`src/rtl/wb_lbus_bridge.sv`:
```
// Wishbone-classic slave to localbus bridge: one decoded address window,
// single-cycle localbus strobes, fixed-latency read capture, error on misses.
module wb_lbus_bridge #(
  parameter int unsigned DATA_W     = 32,
  parameter logic [31:0] ADDR_BASE  = 32'h0300_0000,
  parameter int unsigned ADDR_SPAN  = 256,
  parameter int unsigned LB_ADDR_W  = 8,
  parameter int unsigned RD_LATENCY = 1
) (
  input  logic                  clk_i,
  input  logic                  rst_i,
  input  logic                  cyc_i,
  input  logic                  stb_i,
  input  logic                  we_i,
  input  logic [DATA_W/8-1:0]   sel_i,
  input  logic [31:0]           adr_i,
  input  logic [DATA_W-1:0]     dat_i,
  output logic [DATA_W-1:0]     dat_o,
  output logic                  ack_o,
  output logic                  err_o,
  output logic                  lb_wr_o,
  output logic                  lb_rd_o,
  output logic [LB_ADDR_W-1:0]  lb_addr_o,
  output logic [DATA_W-1:0]     lb_wdata_o,
  output logic [DATA_W/8-1:0]   lb_be_o,
  input  logic [DATA_W-1:0]     lb_rdata_i
);

  // Parameter sanity checks, resolved at elaboration.
  if (DATA_W % 8 != 0) begin : g_chk_dw
    $error("DATA_W must be a multiple of 8");
  end
  if (ADDR_SPAN != (1 << LB_ADDR_W)) begin : g_chk_span
    $error("ADDR_SPAN must equal 2**LB_ADDR_W");
  end
  if ((RD_LATENCY < 1) || (RD_LATENCY > 15)) begin : g_chk_lat
    $error("RD_LATENCY must be in 1..15");
  end
  if ((ADDR_BASE & 32'(ADDR_SPAN - 1)) != 32'd0) begin : g_chk_align
    $error("ADDR_BASE must be aligned to ADDR_SPAN");
  end

  typedef enum logic [1:0] {
    IDLE,
    RD_WAIT,
    WR_DONE,
    RESP
  } state_t;

  state_t                 state_q, state_d;
  logic [3:0]             cnt_q, cnt_d;
  logic                   ack_d, err_d, wr_d, rd_d;
  logic [LB_ADDR_W-1:0]   addr_d;
  logic [DATA_W-1:0]      wdata_d, dat_d;
  logic [DATA_W/8-1:0]    be_d;
  logic                   req, in_win;

  assign req    = cyc_i & stb_i;
  assign in_win = (adr_i[31:LB_ADDR_W] == ADDR_BASE[31:LB_ADDR_W]);

  always_comb begin
    state_d = state_q;
    cnt_d   = cnt_q;
    ack_d   = 1'b0;
    err_d   = 1'b0;
    wr_d    = 1'b0;
    rd_d    = 1'b0;
    addr_d  = lb_addr_o;
    wdata_d = lb_wdata_o;
    be_d    = lb_be_o;
    dat_d   = dat_o;

    case (state_q)
      IDLE: begin
        if (req) begin
          if (!in_win) begin
            err_d   = 1'b1;
            state_d = RESP;
          end else if (we_i) begin
            addr_d  = adr_i[LB_ADDR_W-1:0];
            wdata_d = dat_i;
            be_d    = sel_i;
            wr_d    = 1'b1;
            state_d = WR_DONE;
          end else begin
            addr_d  = adr_i[LB_ADDR_W-1:0];
            rd_d    = 1'b1;
            cnt_d   = 4'(RD_LATENCY);
            state_d = RD_WAIT;
          end
        end
      end

      // Counter is loaded with RD_LATENCY and sampled at zero, so the capture
      // edge lands RD_LATENCY cycles after the cycle carrying lb_rd_o.
      RD_WAIT: begin
        if (!cyc_i) begin
          cnt_d   = '0;
          state_d = IDLE;
        end else if (cnt_q == 4'd0) begin
          dat_d   = lb_rdata_i;
          ack_d   = 1'b1;
          state_d = RESP;
        end else begin
          cnt_d = cnt_q - 4'd1;
        end
      end

      WR_DONE: begin
        if (!cyc_i) begin
          state_d = IDLE;
        end else begin
          ack_d   = 1'b1;
          state_d = RESP;
        end
      end

      RESP:    state_d = IDLE;
      default: state_d = IDLE;
    endcase
  end

  always_ff @(posedge clk_i) begin
    if (rst_i) begin
      state_q    <= IDLE;
      cnt_q      <= '0;
      ack_o      <= 1'b0;
      err_o      <= 1'b0;
      lb_wr_o    <= 1'b0;
      lb_rd_o    <= 1'b0;
      lb_addr_o  <= '0;
      lb_wdata_o <= '0;
      lb_be_o    <= '0;
      dat_o      <= '0;
    end else begin
      state_q    <= state_d;
      cnt_q      <= cnt_d;
      ack_o      <= ack_d;
      err_o      <= err_d;
      lb_wr_o    <= wr_d;
      lb_rd_o    <= rd_d;
      lb_addr_o  <= addr_d;
      lb_wdata_o <= wdata_d;
      lb_be_o    <= be_d;
      dat_o      <= dat_d;
    end
  end

endmodule

```
`config.mk`:
```
export PLATFORM = sky130hd
export DESIGN_NAME = wb_lbus_bridge
export DESIGN_NICKNAME = d
export VERILOG_FILES = /design/src/rtl/wb_lbus_bridge.sv
export SDC_FILE = /design/constraint.sdc
export NUM_CORES = 1
export LEC_CHECK = 0
export BUFFER_PORTS_ARGS = -buffer_cell sky130_fd_sc_hd__buf_2
export CAP_MARGIN = 20
export CORE_MARGIN = 4
export CORE_UTILIZATION = 35
export DETAILED_ROUTE_END_ITERATION = 10
export PLACE_DENSITY = 0.69
export SLEW_MARGIN = 0
export SYNTH_ARGS = -nofsm -noshare
export SYNTH_HDL_FRONTEND = slang
export SYNTH_SLANG_ARGS = --single-unit
```
`constraint.sdc`:
```
create_clock -name clk_i -period 1.95 [get_ports clk_i]
set_input_delay 0.4875 -clock clk_i [delete_from_list [all_inputs] [get_ports clk_i]]
set_output_delay 0.4875 -clock clk_i [all_outputs]
set_load 0.05 [all_outputs]
```
Word level (Yosys, flattened, before mapping)
Cells that the tools add are included.
{"block": "op_classes", "n_addsub": 1, "eq_ne": 9, "muxes": 20, "bitwise": 4, "reduce_logical": 10}
{"operator": "$eq 24x18->1 const B", "count": 1}
{"operator": "$mux 4", "count": 5}
{"operator": "$mux 2", "count": 6}
{"operator": "$pmux 2 s4", "count": 1}
{"operator": "$pmux 4 s2", "count": 1}
{"operator": "$mux 1", "count": 6}
{"operator": "$ne 2x2->1 const B", "count": 3}
{"operator": "$ne 3x3->1 const B", "count": 2}
{"operator": "$reduce_and 3->1", "count": 2}
{"operator": "$reduce_and 5->1", "count": 1}
{"operator": "$eq 2x2->1 const B", "count": 2}
{"operator": "$logic_not 4->1", "count": 1}
{"operator": "$reduce_and 4->1", "count": 1}
{"operator": "$reduce_or 4->1", "count": 1}
{"operator": "$sub 4x1->4 const B", "count": 1}
{"operator": "$not 1->1", "count": 3}
{"operator": "$reduce_or 3->1", "count": 1}
{"operator": "$eq 2x1->1 const B", "count": 1}
{"operator": "$logic_not 2->1", "count": 1}
{"operator": "$pmux 1 s2", "count": 1}
{"operator": "$reduce_and 2->1", "count": 1}
{"operator": "$reduce_bool 2->1", "count": 1}
{"operator": "$and 1x1->1", "count": 1}
{"block": "word_totals", "regBits": 86, "inputBits": 105, "elab_cells": 54}

Depth between registers and ports, before layout
{"block": "depth", "word_depth": 4, "depth_mapped": 8, "mapped_depth_nobuf": 7}

Worst setup path after synthesis
No wires, ideal clock.
{"block": "synth_path", "path_type": "input port to flip-flop", "startpoint": "input port adr_i[29]", "endpoint": "register lb_be_o[0]", "setup_ns": 0.128, "t_arrival_ns": 1.771, "required_ns": 1.822, "setup_slack_ns": 0.051, "cell_stages": 7, "n_path_buf": 2, "path_cell_list": "nor4_2 > nand4_2 > nor4_1 > buf_4 > buf_4 > mux2i_1 > nor2_1"}
{"block": "synth_via", "elab_chain_len": 2}
{"item": "from (decl)", "line": "16", "rtl": "input logic [31:0] adr_i,"}
{"item": "$eq 24x18->1", "line": "59", "rtl": "assign in_win = (adr_i[31:LB_ADDR_W] == ADDR_BASE[31:LB_ADDR_W]);"}
{"item": "$reduce_and 4->1 (no source line)"}
{"item": "to (signal assigned)", "line": "133", "rtl": "lb_be_o <= '0;"}
{"item": "to (signal assigned)", "line": "144", "rtl": "lb_be_o <= be_d;"}
{"item": "to (decl)", "line": "25", "rtl": "output logic [DATA_W/8-1:0] lb_be_o,"}
Every way passes these cells.
A chain may end at the register's enable or synchronous reset.

Final worst setup path
{"block": "layout_path", "startpoint": "input port adr_i[9]", "endpoint": "register lb_wdata_o[17]"}
{"block": "layout_via", "elab_chain_len": 2}
{"item": "$eq 24x18->1", "line": "59"}
{"item": "$reduce_and 4->1 (no source line)"}
{"item": "to (signal assigned)", "line": "143", "rtl": "lb_wdata_o <= wdata_d;"}
{"item": "to (decl)", "line": "24", "rtl": "output logic [DATA_W-1:0] lb_wdata_o,"}
Every way passes these cells.

==> metrics.cfg <==
[global_routing]
grt_use_total_pct=15.6
grt_max_degree=37
grt_first_pass_wirelength_mm=14.2
first_global_vias=3144
grt-ovfl-total=0
antenna_found_initial=0

[route]
drtIter0Drc=68
wl_per_cell_um=13.1
drc_errors=0
first_pass_iters=4
drt-total-wl_mm=8.69
via_count=3111
vias_per_cell=4.69
ant_nets=0

[floorplan]
row_count=35
core_area_um2=9150
die-width_um=105
ios=185
die_y_um=105
initial_core_util_pct=35.8
die_area_um2=11000

[pwr]
powerDensity_nw_per_um2=928
p_leak_nw=2.14
ir_drop_v=0.000367
p_total_w=0.00438

[clock_network]
clock_latency_ns=0.35
cts-buffers-inserted=9
clockBufferDepth=2
cts_tree=built
cts-hold-fix-buffers=0
root_buffer=clkbuf_8
cts.sinks=86
htreeDepth=3
clkTransAtPathRegs_ns=0.10

[worst_setup_path]
reg2reg_to=cnt_q[1]
max_stage_delay_ns=0.36
crit_type=in -> reg
worstPathCellList=buf_2 -> nor4_2 -> nand4_2 -> nor4_4 -> buf_6 -> buf_12 -> mux2i_2 -> nor2_1
worst_setup_path_start_kind=primary input
cp_top_family=simple AND/OR/NAND/NOR gates
end_kind=flip-flop
regToRegSetupSlack_ns=0.11
cpMaxStageDelayCell=nor4_4
r2r_start=state_q[0]
crit_buf_inv=3
worstPathArrival_ns=2.08
crit_path_max_fanout=15
reg2regPathDepth=6
cp.required_ns=2.19

[timing]
final_hold_viol_count=0
worst_slew_pin_slew_ns=0.386
timing.final.crit_share_pct=94.4
maxSlewViolCount=0
holdWs_ns=0.367
finalWorstPathRequiredPeriod_ns=1.84
rsz0062_at_grt=true
maxSlewHeadroom_pct=74.3
skew_ns=0.0140
setup_viol_count_final=0
max_freq_mhz=543

[layout]
design_area_um2=4720
nFillCells=840
drive_above_1_share_pct=43.0
area_growth_pct=44.3
multi_input_area_um2=1480
regArea_um2=1720
nets=659
diodes=0
fin_util_pct=51.6

[synth]
synth_cells=354
ys_warn_count=0
netlist_area_um2=3270
synth_nets=465
post_synth.cell_area_avg_um2=9.25
ys_ff_latch=86
yosysSeqAreaShare_pct=52.6
synth.distinct_cells=31

[min_path]
holdPathEnd=dat_o[1]
worst_hold_path_type=in -> reg
holdCritStartpoint=lb_rdata_i[1]
hold_path_depth=3

[run_status]
status=completed

[place]
dpl-instance-area_um2=4450
hpwl_mm=6.60
portBuffers=184
gp_congestion=0.775

[run]
maxCapViolations=0

## cell families (layout without fill, tap and decap cells)
family | after synthesis | after routing | synth area share, %
AO/OA/AOI/OAI | 50 | 50 | 8.41
adder cells (fa/ha/maj) | 6 | 6 | 2.29
buffers and inverters | 27 | 226 | 3.75
flip-flops | 86 | 86 | 52.6
multiplexers | 44 | 44 | 13.5
AND/OR/NAND/NOR | 141 | 141 | 19.5
## cell usage in the layout (no fill, tap or decap), types with 4 or more instances in the layout
| cell | instances |
|---|---|
| buf_4 | 13 |
| clkbuf_8 | 9 |
| buf_2 | 184 |
| dfxtp_1 | 85 |
| ha_1 | 4 |
| nor2_1 | 49 |
| a21oi_1 | 40 |
| mux2i_1 | 43 |
| buf_12 | 6 |
| nand2_1 | 69 |
## synth_stat cells
master    instances  share of area, %
nand2_2           1              0.19
nand2_1          69               7.9
and4bb_2          1              0.38
nor4_2            3               1.1
a21oi_1          40               6.1
dfxtp_1          86                53
o41a_1            1              0.34
nand3_1           2              0.31
a211oi_1          1              0.23
nor4_1            3              0.57
or4_1             1              0.23
or4b_2            1              0.31
buf_4             4              0.92
a311o_1           2              0.61
ha_1              6               2.3
o41ai_1           1              0.27
inv_1             5              0.57
nor4b_4           1              0.73
nor2b_1           1              0.19
nand4_2           1              0.38
buf_2             5              0.76
nor3_1            3              0.46
nand2b_1          1              0.19
clkbuf_1         13               1.5
o21ai_1           1              0.15
mux2i_1          44                13
nor2_1           49               5.6
nand4_1           1              0.19
nor3b_1           3              0.69
a21boi_0          1              0.23
o21ai_0           3              0.46
## final cells by class
class	count	area share, %
Sequential cell	86	36.5
Inverter	5	0.397
Clock inverter	7	1.64
Tap cell	111	2.94
Timing Repair Buffer	205	24.6
Multi-Input combinational cell	241	31.3
Clock buffer	9	2.62
## worst reg2reg max path: cells and delay by family, from the launching register on
family | cells | cell delay (ns)
and+or+nand+nor | 2 | 0.53
buffers and inverters | 1 | 0.10
AOI/OAI and AO/OA | 2 | 0.59
DFF | 1 | 0.37
adders and majority gates | 1 | 0.21
## per-stage QoR
stage,setup WS (ns),TNS [ns],cells
4_1_cts,0.00788,0,662
6_report,0.108,0,664
3_3_place_gp,-0.0744,-2.03,646
5_1_grt,-0.0138,-0.0157,664
3_5_place_dp,-0.140,-3.67,646
2_1_floorplan,0.0512,0,354
## power by group
group	internal (W)	switching, W	leakage [nW]	total [W]
registers	0.00187	0.0000641	0.695	0.00193
logic	0.000444	0.000741	1.34	0.00118
clock network	0.000606	0.000663	0.101	0.00127
total	0.00292	0.00147	2.14	0.00438
## sequential cells by signal, indices dropped and copies added (netlist names), 2 cells and up
| name | flops |
|---|---|
| dat_o | 32 |
| lb_wdata_o | 32 |
| lb_addr_o | 8 |
| cnt_q | 4 |
| lb_be_o | 4 |
| state_q | 2 |
## routing by layer
metal	vias up	track usage [%]	wire length, um
met4	0	5.62	87
li1	1578	-	-
met2	136	24.5	3810
met5	-	0	0
met3	6	7.84	1080
met1	1391	18.4	3720
## worst max-delay path by stage
stage	start	end	slack, ns	cells after the start
2_1_floorplan	adr_i[29]	lb_be_o[0]	0.05	7
3_3_place_gp	adr_i[29]	lb_wdata_o[9]	-0.07	8
3_5_place_dp	adr_i[9]	lb_wdata_o[17]	-0.14	8
4_1_cts	state_q[1]	state_q[0]	0.008	8
5_1_grt	state_q[0]	state_q[1]	-0.01	7
6_report	adr_i[9]	lb_wdata_o[17]	0.11	8
## timing repair
action	4_1_cts	5_1_grt
pin swaps	1	6
gates resized for setup	4	10
setup buffers	0	2
endpoints found under the setup margin	24	41
Power figures use the tool's default switching activity.
